File: src/rtl/mem_access_unit.sv
`timescale 1ns/1ps
// -----------------------------------------------------------------------------
// mem_access_unit
// MEM-stage load/store unit. Sits between the EX_to_MEM and MEM_to_WB
// pipeline registers and drives the data-memory bus with a req/ack
// handshake. Stores get byte-lane steering and lane replication; loads get
// sign/zero extension. The pipeline is stalled while a bus transaction is
// outstanding, and misaligned accesses and bus timeouts are flagged.
//
// Ports:
//   clk, rst_n       clock, asynchronous active-low reset
//   MEM_MemRead_i    load in MEM stage
//   MEM_MemWrite_i   store in MEM stage (wins when both are set)
//   MEM_funct3_i     000 B, 001 H, 010 W, 100 BU, 101 HU, others W
//   MEM_addr_i       byte address from the ALU
//   MEM_wr_data_i    store data (rs2)
//   flush_i          kill the current MEM instruction (sampled in IDLE only)
//   dmem_req_o       bus request, held until ack or timeout
//   dmem_we_o        1 = write
//   dmem_addr_o      word-aligned bus address
//   dmem_be_o        byte enables
//   dmem_wdata_o     lane-replicated store data
//   dmem_ack_i       transfer complete this cycle
//   dmem_rdata_i     read word, valid with ack on a read
//   MEM_rd_data_o    extended load result, held until the next load completes
//   stall_o          freeze PC, IF/ID, ID/EX and EX/MEM
//   misalign_o       misaligned access, one-cycle pulse
//   bus_err_o        bus timeout, one-cycle pulse
//
// The byte-lane logic is written for a 32-bit data bus (4 byte lanes).
// -----------------------------------------------------------------------------
module mem_access_unit #(
   parameter int DATA_WIDTH = 32,
   parameter int TIMEOUT    = 16
) (
   input  logic                  clk,
   input  logic                  rst_n,
   input  logic                  MEM_MemRead_i,
   input  logic                  MEM_MemWrite_i,
   input  logic [2:0]            MEM_funct3_i,
   input  logic [DATA_WIDTH-1:0] MEM_addr_i,
   input  logic [DATA_WIDTH-1:0] MEM_wr_data_i,
   input  logic                  flush_i,
   output logic                  dmem_req_o,
   output logic                  dmem_we_o,
   output logic [DATA_WIDTH-1:0] dmem_addr_o,
   output logic [3:0]            dmem_be_o,
   output logic [DATA_WIDTH-1:0] dmem_wdata_o,
   input  logic                  dmem_ack_i,
   input  logic [DATA_WIDTH-1:0] dmem_rdata_i,
   output logic [DATA_WIDTH-1:0] MEM_rd_data_o,
   output logic                  stall_o,
   output logic                  misalign_o,
   output logic                  bus_err_o
);

   localparam int               CNT_W    = $clog2(TIMEOUT + 1);
   localparam logic [CNT_W-1:0] CNT_LAST = CNT_W'(TIMEOUT - 1);

   typedef enum logic [1:0] {
      IDLE = 2'd0,
      REQ  = 2'd1,
      DONE = 2'd2
   } state_t;

   state_t state, next_state;

   logic                  acc;
   logic                  is_byte;
   logic                  is_half;
   logic                  is_word;
   logic                  misaligned;
   logic                  start;
   logic                  ack_hit;
   logic                  timeout_hit;
   logic [3:0]            be_calc;
   logic [DATA_WIDTH-1:0] wdata_calc;
   logic [7:0]            load_byte;
   logic [15:0]           load_half;
   logic [DATA_WIDTH-1:0] load_ext;
   logic [CNT_W-1:0]      cnt;
   logic [2:0]            funct3_q;
   logic [1:0]            lane_q;

   assign acc = (MEM_MemRead_i | MEM_MemWrite_i) & ~flush_i;

   // funct3[2] only selects signedness, so the size comes from the low two
   // bits; 011/110/111 fall through to word.
   assign is_byte = (MEM_funct3_i[1:0] == 2'b00);
   assign is_half = (MEM_funct3_i[1:0] == 2'b01);
   assign is_word = ~is_byte & ~is_half;

   assign misaligned = (is_half & MEM_addr_i[0]) |
                       (is_word & (MEM_addr_i[1:0] != 2'b00));

   assign start       = (state == IDLE) & acc & ~misaligned;
   assign ack_hit     = (state == REQ) & dmem_ack_i;
   // Last REQ cycle without ack: the request has been held TIMEOUT cycles.
   assign timeout_hit = (state == REQ) & ~dmem_ack_i & (cnt == CNT_LAST);

   // Store-side lane steering: enables and replicated write data
   always_comb begin
      be_calc    = 4'b1111;
      wdata_calc = MEM_wr_data_i;
      if (is_byte) begin
         be_calc    = 4'b0001 << MEM_addr_i[1:0];
         wdata_calc = {4{MEM_wr_data_i[7:0]}};
      end else if (is_half) begin
         be_calc    = MEM_addr_i[1] ? 4'b1100 : 4'b0011;
         wdata_calc = {2{MEM_wr_data_i[15:0]}};
      end
   end

   // Load-side lane selection and extension, using the size and lane captured
   // when the request was issued
   always_comb begin
      load_byte = dmem_rdata_i[7:0];
      case (lane_q)
         2'd1:    load_byte = dmem_rdata_i[15:8];
         2'd2:    load_byte = dmem_rdata_i[23:16];
         2'd3:    load_byte = dmem_rdata_i[31:24];
         default: load_byte = dmem_rdata_i[7:0];
      endcase
      load_half = lane_q[1] ? dmem_rdata_i[31:16] : dmem_rdata_i[15:0];
      case (funct3_q)
         3'b000:  load_ext = {{(DATA_WIDTH-8){load_byte[7]}}, load_byte};
         3'b100:  load_ext = {{(DATA_WIDTH-8){1'b0}}, load_byte};
         3'b001:  load_ext = {{(DATA_WIDTH-16){load_half[15]}}, load_half};
         3'b101:  load_ext = {{(DATA_WIDTH-16){1'b0}}, load_half};
         default: load_ext = dmem_rdata_i;
      endcase
   end

   // State register
   always_ff @(posedge clk or negedge rst_n) begin
      if (!rst_n) begin
         state <= IDLE;
      end else begin
         state <= next_state;
      end
   end

   // Next-state logic; DONE always returns to IDLE so the instruction that
   // arrives after the pipeline advances is evaluated fresh.
   always_comb begin
      next_state = state;
      case (state)
         IDLE:    if (start) next_state = REQ;
         REQ:     if (ack_hit || timeout_hit) next_state = DONE;
         DONE:    next_state = IDLE;
         default: next_state = IDLE;
      endcase
   end

   // FSM outputs
   always_comb begin
      stall_o    = 1'b0;
      misalign_o = 1'b0;
      case (state)
         IDLE: begin
            stall_o    = start;
            misalign_o = acc & misaligned;
         end
         REQ:     stall_o = 1'b1;
         default: stall_o = 1'b0;
      endcase
   end

   // Cycles spent in REQ; cleared whenever the FSM is elsewhere
   always_ff @(posedge clk or negedge rst_n) begin
      if (!rst_n) begin
         cnt <= '0;
      end else if (state == REQ) begin
         cnt <= cnt + 1'b1;
      end else begin
         cnt <= '0;
      end
   end

   // Bus outputs are launched from IDLE and then held untouched for the
   // whole transaction, since the bus forbids changing an issued request.
   always_ff @(posedge clk or negedge rst_n) begin
      if (!rst_n) begin
         dmem_req_o   <= 1'b0;
         dmem_we_o    <= 1'b0;
         dmem_addr_o  <= '0;
         dmem_be_o    <= 4'b0000;
         dmem_wdata_o <= '0;
         funct3_q     <= 3'b000;
         lane_q       <= 2'b00;
      end else if (start) begin
         dmem_req_o   <= 1'b1;
         dmem_we_o    <= MEM_MemWrite_i;
         dmem_addr_o  <= {MEM_addr_i[DATA_WIDTH-1:2], 2'b00};
         dmem_be_o    <= be_calc;
         dmem_wdata_o <= wdata_calc;
         funct3_q     <= MEM_funct3_i;
         lane_q       <= MEM_addr_i[1:0];
      end else if (ack_hit || timeout_hit) begin
         dmem_req_o <= 1'b0;
      end
   end

   // Load result and timeout pulse; stores never touch MEM_rd_data_o
   always_ff @(posedge clk or negedge rst_n) begin
      if (!rst_n) begin
         MEM_rd_data_o <= '0;
         bus_err_o     <= 1'b0;
      end else begin
         bus_err_o <= timeout_hit;
         if (ack_hit && !dmem_we_o) begin
            MEM_rd_data_o <= load_ext;
         end else if (timeout_hit && !dmem_we_o) begin
            MEM_rd_data_o <= '0;
         end
      end
   end

endmodule

File: config.mk
export PLATFORM = sky130hd
export DESIGN_NAME = mem_access_unit
export DESIGN_NICKNAME = d
export VERILOG_FILES = /design/src/rtl/mem_access_unit.sv
export SDC_FILE = /design/constraint.sdc
export NUM_CORES = 1
export LEC_CHECK = 0
export CORE_MARGIN = 2
export CORE_UTILIZATION = 44
export CTS_BUF_LIST = sky130_fd_sc_hd__clkbuf_16
export CTS_CLUSTER_SIZE = 40
export DETAILED_ROUTE_END_ITERATION = 12
export PLACE_DENSITY = 0.83
export SLEW_MARGIN = 0
export SYNTH_ARGS = -nofsm -noshare
export SYNTH_HDL_FRONTEND = slang
export SYNTH_SLANG_ARGS = --single-unit
File: constraint.sdc
create_clock -name clk -period 2.3 [get_ports clk]
set_clock_uncertainty 0.1 [all_clocks]
set_input_delay 0.46 -clock clk [delete_from_list [all_inputs] [get_ports clk]]
set_output_delay 0.46 -clock clk [all_outputs]
set_load 0.01 [all_outputs]
# ---- Word level (Yosys, flattened, before mapping)
# Index checks and enable logic that the tools add are counted.
# Widths: inputs -> output; s select.
dict set report classes {
  addsub 1
  eq_ne 11
  shifts 1
  mux 18
  n_bitwise 17
  n_reduce_logical 11
}
# op n
set ops {}
lappend ops {{$mux 32} 4}
lappend ops {{$pmux 32 s4} 1}
lappend ops {{$pmux 8 s3} 1}
lappend ops {{$mux 16} 1}
lappend ops {{$mux 4} 3}
lappend ops {{$and 1x1->1} 10}
lappend ops {{$eq 2x1->1 const B} 3}
lappend ops {{$eq 3x3->1 const B} 2}
lappend ops {{$reduce_bool 2->1} 3}
lappend ops {{$add 5x1->5 const B} 1}
lappend ops {{$eq 5x4->1 const B} 1}
lappend ops {{$mux 5} 1}
lappend ops {{$not 1->1} 5}
lappend ops {{$eq 2x2->1 const B} 2}
lappend ops {{$logic_not 2->1} 2}
lappend ops {{$mux 2} 2}
lappend ops {{$pmux 2 s2} 1}
lappend ops {{$shl 1x2->4 const A} 1}
lappend ops {{$eq 3x1->1 const B} 1}
lappend ops {{$logic_not 3->1} 1}
lappend ops {{$mux 1} 3}
lappend ops {{$logic_and 1x1->1} 2}
lappend ops {{$ne 2x1->1 const B} 1}
lappend ops {{$ne 2x2->1 const B} 1}
lappend ops {{other kinds (5)} 6}
dict set report totals {
  register_bits 113
  in_bits 105
  out_inout_bits 105
  elab_cells 70
}

# ---- Longest topological paths before layout
# Gate-level depths: netlist of run 1.
dict set report logic_depth {
  word_depth 9
  ltp_mapped 8
  mapped_depth_nobuf 6
}

# ---- Worst setup path before layout of run 1
# No wires, ideal clock.
dict set report synth_path {
  path_type {in2out}
  startpoint {input port MEM_funct3_i[1]}
  endpoint {output port stall_o}
  t_arrival_ps 1680
  required_time_ps 1740
  slack_ps 60
  stages 7
  n_path_buf 3
  path_cell_list {clkbuf_1 o21a_1 nor2_1 clkbuf_1 clkbuf_1 a21oi_1 nor2_1}
}
dict set report synth_via {
  elab_chain_cells 8
  elab_cells_between_ends 11
  classes_between {eq/ne (1); mux (1); bitwise (8); reduce/logical (1)}
}
# item line_no
set synth_lines {}
lappend synth_lines {{start: declaration} 40} ;# input logic [2:0] MEM_funct3_i,
lappend synth_lines {{$eq 2x1->1 / $logic_not 2->1 (equally long branches)} {90, 89}}
lappend synth_lines {{$not 1->1} 91} ;# assign is_word = ~is_byte & ~is_half;
lappend synth_lines {{$and 1x1->1} 91}
lappend synth_lines {{$and 1x1->1} 94} ;# (is_word & (MEM_addr_i[1:0] != 2'b00));
lappend synth_lines {{$or 1x1->1 (*)} 93} ;# assign misaligned = (is_half & MEM_addr_i[0]) |
lappend synth_lines {{$not 1->1 (*)} 96} ;# assign start = (state == IDLE) & acc & ~misaligned;
lappend synth_lines {{$and 1x1->1 (*)} 96}
lappend synth_lines {{$pmux 1 s2 (*)} 159} ;# case (state)
lappend synth_lines {{end: declaration} 52} ;# output logic stall_o,
# Every way passes the cells marked *; elsewhere a longest branch is shown, timed or not.

# ---- Worst setup path after layout of run 1
dict set report layout_path {
  startpoint {input port flush_i}
  endpoint {register dmem_addr_o[12]}
}
dict set report layout_via {
  elab_chain_cells 4
}
# item line_no
set layout_lines {}
lappend layout_lines {{start: declaration} 43} ;# input logic flush_i,
lappend layout_lines {{$not 1->1} 85} ;# assign acc = (MEM_MemRead_i | MEM_MemWrite_i) & ~flush_i;
lappend layout_lines {{$and 1x1->1} 85}
lappend layout_lines {{$and 1x1->1 (2 in series)} 96}
lappend layout_lines {{end signal: assignment} 194} ;# dmem_addr_o <= {MEM_addr_i[DATA_WIDTH-1:2], 2'b00};
lappend layout_lines {{end: declaration} 46} ;# output logic [DATA_WIDTH-1:0] dmem_addr_o,
# No other way between the ends.
# A chain may end at the register's enable or synchronous reset.

==> impl_metrics.sql, run 1 <==
INSERT INTO impl_metrics (metric_group, metric, value, unit) VALUES
('floorplanning', 'number_of_placement_rows', '40', ''),
('logic_synthesis', 'synthDominantCellAreaShare', '52.36', '%'),
('placement', 'hpwl', '11.28', 'mm'),
('logic_synthesis', 'synth-edff-count', '0', ''),
('finish', 'synthToLayoutAreaGrowth', '58.94', '%'),
('power', 'cellPowerDensity', '1084', 'nW/µm²'),
('cts', 'htree_num_levels', '4', ''),
('worst_setup_path', 'critical_path_depth', '7', ''),
('timing', 'final.setup.worst_slack', '-0.01162', 'ns'),
('logic_synthesis', 'biggest_area_consumer_among_synthesized_cells', 'dfrtp_1', ''),
('grt', 'pin_count_of_the_biggest_net_entering_global_routing', '44', ''),
('cts', 'numCtsBuffers', '17', ''),
('worst_setup_path', 'reg2reg_setup_slack', '0.08', 'ns'),
('timing', 'finalCritPeriodShare', '100.5', '%'),
('timing', 'worst_slew_margin_rel', '55.35', '%'),
('grt', 'grt_pass1_vias', '4816', ''),
('routing', 'routedWlPerCell', '20.03', 'µm'),
('timing', 'fin_worst_hold_slack', '0.2430', 'ns'),
('timing', 'setup_violations', '7', ''),
('logic_synthesis', 'synth_top_cells_by_area', 'dfrtp_1 52%, mux2_4 11%, mux2i_1 6.1%', ''),
('worst_setup_path', 'setup.worst_path.end_class', 'register', ''),
('timing', 'post-route-min-period', '2.312', 'ns'),
('run', 'maxcap_violations', '0', ''),
('logic_synthesis', 'post_synth_inst_count', '432', ''),
('outcome', 'failed_checks', 'setup timing', ''),
('hold_path', 'hold_path.class', 'in2reg', ''),
('grt', 'initial_antenna_violation_count', '0', ''),
('worst_setup_path', 'worst_path_most_repeated_cell', 'buf_6', ''),
('timing', 'transition_at_the_pin_with_the_smallest_max_transition_slack', '0.6677', 'ns'),
('worst_setup_path', 'r2r-start', 'state[0]', ''),
('floorplanning', 'die-area', '13180', 'µm²'),
('power', 'p_leak', '3.743', 'nW'),
('worst_setup_path', 'critical_path_buf_inv_count', '4', ''),
('placement', 'buffer_ports.inserted', '207', ''),
('worst_setup_path', 'timing.reg2reg.worst_path_depth', '6', ''),
('logic_synthesis', 'sequential_area_share_after_synthesis', '52.36', '%'),
('power', 'vdd_ir_drop_max', '0.0005655', 'V'),
('floorplanning', 'die-height', '114.8', 'µm'),
('timing', 'timing.final.hold_violations', '0', ''),
('logic_synthesis', 'ys.warnings.count', '0', ''),
('cts', 'clock_pin_slew_of_the_registers_on_the_worst_case_setup_and_hold_paths', '0.05', 'ns'),
('grt', 'grt_first_pass_wirelength', '24.61', 'mm'),
('worst_setup_path', 'timing.setup.critical_path_class', 'in2reg', ''),
('outcome', 'status', 'finished, violations left', ''),
('finish', 'number_of_antenna_cells_inserted', '0', ''),
('floorplanning', 'core_area', '12010', 'µm²'),
('worst_setup_path', 'crit_path_cell_trace', 'clkdlybuf4s50_1, or4_4, buf_6, nor3_4, buf_12, buf_6, mux2_4', ''),
('routing', 'drtIter0Drc', '363', ''),
('worst_setup_path', 'timing.rr.end', 'dmem_addr_o[12]', ''),
('placement', 'placed_cells_incl_taps', '784', ''),
('worst_setup_path', 'critical_path.endpoint', 'dmem_addr_o[12]', ''),
('logic_synthesis', 'syn-mean-instance-area', '12.50', 'µm²'),
('routing', 'detailedRoute.firstPassIterationCount', '4', ''),
('power', 'report.power.total', '0.009307', 'W'),
('worst_setup_path', 'max_stage_delay', '0.55', 'ns'),
('cts', 'worst_skew_pair.late_latency', '0.42', 'ns'),
('worst_setup_path', 'critical_path_arrival', '2.51', 'ns'),
('routing', 'drc', '0', ''),
('routing', 'route.final.wire_length', '16.52', 'mm'),
('cts', 'cts_max_path_buffers', '2', ''),
('floorplanning', 'io-pin-count', '210', ''),
('routing', 'final_antenna_net_count', '0', ''),
('worst_setup_path', 'cp-startpoint', 'flush_i', ''),
('cts', 'tritoncts', 'yes', ''),
('routing', 'vias', '4650', ''),
('logic_synthesis', 'ys_ff_latch', '113', ''),
('finish', 'layout.filler_cells', '810', ''),
('worst_setup_path', 'cp_slowest_cell', 'or4_4', ''),
('floorplanning', 'effective_utilization_at_floorplan', '44.96', '%'),
('finish', 'stdcell_count', '825', ''),
('worst_setup_path', 'cp_top_family', 'buffers and inverters', '');
area by class of cell:
class	instances	area, µm²	share of cell area (%)
Inverter	4	15.01	0.1749
Sequential cell	113	2828	32.94
Clock inverter	15	176.4	2.055
Multi-Input combinational cell	279	2405	28.02
Tap cell	147	183.9	2.143
Timing Repair Buffer	250	2550	29.71
Clock buffer	17	425.4	4.956
timing repair:
action | 4_1_cts | 5_1_grt
hold buffers | 1 | 0
pin swaps | 3 | 2
gates cloned | 0 | 5
setup endpoints to repair | 54 | 45
buffers inserted | 0 | 3
resized for setup | 12 | 11
hold endpoints to repair | 32 | 0
cells in the mapped netlist (all sizes together), types with 3 or more instances:
cell	instances
a211oi	3
a21o	5
a21oi	34
a221o	16
a221oi	6
a22o	5
a2bb2oi	5
a32o	3
buf	17
clkbuf	20
dfrtp	113
inv	4
mux2	55
mux2i	33
nand2	16
nand2b	6
nand3	3
nor2	17
nor3	6
nor3b	3
o21ai	21
o22ai	10
o2bb2ai	4
through the flow:
stage	util (%)	setup TNS, ns	worst slack [ns]	area, µm²
global placement	64.82	-34.60	-0.5433	7786
CTS	69.99	0	0.004425	8407
floorplan	-	0	0.06002	5404
global route	71.46	-1.112	-0.04144	8583
detailed placement	64.82	-36.56	-0.5668	7786
finish	71.46	-0.03489	-0.01162	8583
how the worst min path moves through the flow:
stage	start	end	cells past startpoint
CTS	cnt[0]	cnt[0]	1
detailed placement	rst_n	dmem_addr_o[19]	1
global route	MEM_MemWrite_i	dmem_we_o	2
global placement	rst_n	dmem_addr_o[19]	1
finish	MEM_MemWrite_i	dmem_we_o	2
floorplan	rst_n	MEM_rd_data_o[0]	0
sequential cells by signal (all words and copies together), names as in the netlist, 2 cells and up:
signal / count
MEM_rd_data_o: 32
cnt: 5
dmem_addr_o: 30
lane_q: 2
dmem_be_o: 4
dmem_wdata_o: 32
funct3_q: 3
state: 2
metal layers:
metal  vias up  part of all wire (%)  wire length (µm)  global-route usage [%]
met3        29                   8.8              1453                   7.327
met5         -                     0                 0                       0
li1       2075                     -                 -                       -
met2       255                    47              7830                   38.97
met1      2291                    42              6874                   30.48
met4         0                   2.2               364                   10.28
where the power goes:
group	internal (W)	switching [W]
Clock	0.00178	0.000918
Sequential	0.00266	0.000455
Combinational	0.00215	0.00134
worst register-to-register path, cell delays in order (launching register included):
cell and delay, ns:
dfrtp_1 0.39, or4_4 0.57, buf_6 0.16, nor3_4 0.22
buf_12 0.19, buf_6 0.17, mux2_4 0.31
placed cells by master, fill, tap and decap left out, drive strengths merged, types with 6 or more instances in the layout:
cell type and n:
nand2 16, nor3 6, o22ai 10, clkbuf 21, a221o 16, inv 7
nand2b 6, mux2i 33, o21ai 21, clkdlybuf4s50 202, a21oi 34, dfrtp 113
clkinv 7, nor2 17, buf 41, mux2 55, a221oi 6
logic make-up after synthesis:
group                    synth area share (%)
AND/OR/NAND/NOR                         6.048
buffers and inverters                   3.892
multiplexers                            21.20
AO/OA/AOI/OAI                           15.48
adder cells (fa/ha/maj)                0.4633
other                                 0.06944
XOR/XNOR                               0.4867
flip-flops                              52.36
Note: power is estimated with default switching activity, not from simulation.
==> run 2: changes to the inputs <==
--- a/config.mk
+++ b/config.mk
@@ -5,6 +5,7 @@
 export SDC_FILE = /design/constraint.sdc
 export NUM_CORES = 1
 export LEC_CHECK = 0
+export ABC_CLOCK_PERIOD_IN_PS = 2300
 export CORE_MARGIN = 2
 export CORE_UTILIZATION = 44
 export CTS_BUF_LIST = sky130_fd_sc_hd__clkbuf_16
==> results of run 2 <==
Same layout as run 1: the final DEF is identical, and so are final timing and power.
==> run 3: changes to the inputs <==
--- a/config.mk
+++ b/config.mk
@@ -5,13 +5,14 @@
 export SDC_FILE = /design/constraint.sdc
 export NUM_CORES = 1
 export LEC_CHECK = 0
-export ABC_CLOCK_PERIOD_IN_PS = 2300
+export ABC_CLOCK_PERIOD_IN_PS = 2100
+export CORE_ASPECT_RATIO = 1.75
 export CORE_MARGIN = 2
-export CORE_UTILIZATION = 44
+export CORE_UTILIZATION = 40
 export CTS_BUF_LIST = sky130_fd_sc_hd__clkbuf_16
 export CTS_CLUSTER_SIZE = 40
 export DETAILED_ROUTE_END_ITERATION = 12
-export PLACE_DENSITY = 0.83
+export PLACE_DENSITY = 0.79
 export SLEW_MARGIN = 0
 export SYNTH_ARGS = -nofsm -noshare
 export SYNTH_HDL_FRONTEND = slang
==> constraint.sdc (replaced) <==
create_clock -name clk -period 2.1 [get_ports clk]
set_clock_uncertainty 0.1 [all_clocks]
set_input_delay 0.42 -clock clk [delete_from_list [all_inputs] [get_ports clk]]
set_output_delay 0.42 -clock clk [all_outputs]
set_load 0.01 [all_outputs]
==> run 3 against run 2 <==
The run still ends with setup timing left. Highest routed layer unchanged. Critical path type is now reg2reg. Count of clock-buffer cells in the layout stayed put. Cell area is 3.7% higher. Critical path depth stayed put.
==> impl_metrics.sql, run 3 (same netlist as run 1, synthesis figures left out) <==
INSERT INTO impl_metrics (metric_group, metric, value, unit) VALUES
('outcome', 'status', 'finished, violations left', ''),
('outcome', 'failed_checks', 'setup timing', ''),
('floorplanning', 'die-area', '14480', 'µm²'),
('finish', 'layout.filler_cells', '998', ''),
('cts', 'cts_sinks', '113', ''),
('cts', 'numCtsBuffers', '17', ''),
('finish', 'stdcell_count', '873', ''),
('timing', 'finalCritPeriodShare', '104.0', '%'),
('worst_setup_path', 'critical_path_buf_inv_count', '4', ''),
('worst_setup_path', 'kind_of_launch_point_of_the_worst_setup_path', 'register', ''),
('timing', 'worst_slew_margin_rel', '53.77', '%'),
('power', 'power_report.internal_total', '0.007236', 'W'),
('finish', 'synthToLayoutAreaGrowth', '64.81', '%'),
('worst_setup_path', 'r2r-start', 'state[0]', ''),
('routing', 'routedWlPerCell', '20.63', 'µm'),
('timing', 'post-route-min-period', '2.185', 'ns'),
('floorplanning', 'effective_utilization_at_floorplan', '40.56', '%'),
('worst_setup_path', 'worst_ep_required_time', '2.29', 'ns'),
('cts', 'worst_skew_pair.late_latency', '0.40', 'ns'),
('power', 'share_clk_of_total_power', '28.5', '%'),
('finish', 'fin_nets', '792', ''),
('floorplanning', 'core_area', '13310', 'µm²'),
('timing', 'report.final.slew_viol_count', '0', ''),
('timing', 'setup_violations', '26', ''),
('grt', 'grt_first_pass_wirelength', '26.83', 'mm'),
('routing', 'route.final.wire_length', '18.01', 'mm'),
('floorplanning', 'die-height', '157.7', 'µm'),
('grt', 'grtUsageTotal', '24.27', '%'),
('timing', 'timing.final.hold_violations', '0', ''),
('timing', 'final.setup.worst_slack', '-0.08491', 'ns'),
('worst_setup_path', 'setup.worst_path.end_class', 'register', ''),
('timing', 'grt_setup_unrepaired', 'yes', ''),
('cts', 'tritoncts', 'yes', ''),
('worst_setup_path', 'timing.rr.end', 'dmem_we_o', ''),
('power', 'cellPowerDensity', '1166', 'nW/µm²'),
('power', 'seq_power_share', '32.8', '%'),
('routing', 'final_antenna_net_count', '0', ''),
('worst_setup_path', 'max_stage_delay', '0.54', 'ns'),
('worst_setup_path', 'reg2reg_setup_slack', '-0.08', 'ns'),
('placement', 'placed_cells_incl_taps', '822', ''),
('cts', 'clock-root-buffer', 'clkbuf_16', ''),
('floorplanning', 'io-pin-count', '210', ''),
('worst_setup_path', 'critical_path_arrival', '2.37', 'ns'),
('grt', 'grt_pass1_vias', '5119', ''),
('hold_path', 'hold_path.class', 'in2async', ''),
('power', 'net-switching-power', '0.003140', 'W'),
('power', 'vdd_ir_drop_max', '0.0005549', 'V'),
('run', 'maxcap_violations', '0', ''),
('power', 'p_leak', '3.842', 'nW'),
('cts', 'clock_pin_slew_of_the_registers_on_the_worst_case_setup_and_hold_paths', '0.06', 'ns'),
('routing', 'detailedRoute.firstPassIterationCount', '4', ''),
('routing', 'vias', '4765', ''),
('worst_setup_path', 'cp_slowest_cell', 'or4_4', ''),
('power', 'comb_power_share', '38.7', '%'),
('floorplanning', 'die_w', '91.83', 'µm'),
('worst_setup_path', 'crit_path_cell_trace', 'or4_4, buf_6, nor3_4, buf_6, buf_12, buf_16, mux2_4', ''),
('grt', 'globalRouteOverflowTotal', '0', ''),
('worst_setup_path', 'timing.setup.critical_path_class', 'reg2reg', ''),
('finish', 'layout_top_registers', 'MEM_rd_data_o (32), dmem_wdata_o (32), dmem_addr_o (30)', ''),
('finish', 'layout_common_cells', '201 x clkdlybuf4s50_1, 113 x dfrtp_1, 42 x mux2_4, 42 x buf_4, 34 x a21oi_1', ''),
('timing', 'transition_at_the_pin_with_the_smallest_max_transition_slack', '0.6912', 'ns'),
('placement', 'hpwl', '12.62', 'mm'),
('placement', 'gp_routability_congestion', '0.8719', ''),
('cts', 'htree_num_levels', '4', ''),
('cts', 'cts_max_path_buffers', '2', ''),
('power', 'power_switching_share', '30.26', '%'),
('worst_setup_path', 'cp_top_family', 'simple AND/OR/NAND/NOR gates', ''),
('finish', 'layout_commonest_cell', 'clkdlybuf4s50_1', ''),
('timing', 'setup_total_negative_slack', '-0.9265', 'ns'),
('routing', 'detail_route.vias_per_cell', '5.458', ''),
('finish', 'fraction_of_final_layout_cells_sized_beyond_drive_strength_1', '24.36', '%'),
('worst_setup_path', 'worst_path_most_repeated_cell', 'buf_6', ''),
('grt', 'pin_count_of_the_biggest_net_entering_global_routing', '65', ''),
('worst_setup_path', 'timing.reg2reg.worst_path_depth', '7', ''),
('placement', 'buffer_ports.inserted', '207', ''),
('timing', 'fmaxAchievable', '457.7', 'MHz'),
('floorplanning', 'number_of_placement_rows', '56', ''),
('routing', 'drc', '0', ''),
('grt', 'initial_antenna_violation_count', '1', ''),
('worst_setup_path', 'worstPathMaxFanout', '5', ''),
('routing', 'drtIter0Drc', '183', '');
## run 3: changes by cell type in the layout (fill, tap and decap cells not counted), moves of 3 or more
cell / delta
inv_1: -3
dlygate4sd2_1: +3
buf_4: +12
clkinv_4: +4
clkinv_2: -3
buf_6: +5
## run 3: routing by layer
layer / up-vias / routed length (µm) / global-route usage (%)
met3: 69 / 978 / 6.045
met5: - / 0 / 0
li1: 2120 / - / -
met2: 246 / 9912 / 44.99
met1: 2330 / 6006 / 23.93
met4: 0 / 1109 / 15.00
## run 3: worst reg2reg max path, cell delays in order, from the launching register on
cell and delay, ns:
dfrtp_1 0.40, or4_4 0.54, buf_6 0.14, nor3_4 0.17, buf_6 0.17, buf_12 0.12
buf_16 0.13, mux2_4 0.30
## run 3: repair_timing
action                                  in CTS  in global routing
buffers inserted                             8                  1
hold buffers                                 1                  0
endpoints found under the setup margin      76                 73
pin swaps                                    6                  7
cloned                                       3                  6
gates resized for setup                     27                 14
endpoints found under the hold margin       10                  0
## run 3: layout make-up
type	instances	area, µm²	area share (%)
sequential	113	2828	31.77
timing repair buffer	270	2773	31.15
multi-input combinational	279	2452	27.56
clock buffer	17	425.4	4.780
tap	174	217.7	2.446
clock inverter	15	186.4	2.095
inverter	4	15.01	0.1687
antenna	1	2.502	0.02812
## run 3: power by group through the flow
stage                     registers [W]  clock network, W  logic (W)
after global routing            0.00349           0.00313    0.00424
after detailed placement        0.00341                 0    0.00388
after CTS                       0.00340           0.00300    0.00397
final                           0.00340           0.00296    0.00402
after global placement          0.00339                 0    0.00378
after floorplan                 0.00366                 0    0.00140
## run 3: through the flow
stage	power (W)	cell area (µm²)	hold WS (ns)	util, %	setup WS (ns)
6_report	0.01038	8900	0.2957	66.85	-0.08491
4_1_cts	0.01037	8723	0.2864	65.53	-0.09306
3_5_place_dp	0.007291	7903	0.1666	59.36	-0.6321
2_1_floorplan	0.005063	5405	0.02441	-	0.007136
3_3_place_gp	0.007167	7903	0.1657	59.36	-0.5860
5_1_grt	0.01086	8900	0.2950	66.85	-0.1431
## run 3: worst max path at each step
stage | depth (start not counted) | slack [ns] | from | end
floorplan | 5 | 0.007 | state[1] | stall_o
global placement | 7 | -0.59 | MEM_MemWrite_i | dmem_addr_o[30]
detailed placement | 7 | -0.63 | MEM_MemWrite_i | dmem_addr_o[30]
CTS | 6 | -0.09 | state[1] | dmem_addr_o[30]
global route | 5 | -0.14 | state[0] | stall_o
finish | 7 | -0.08 | state[0] | dmem_we_o
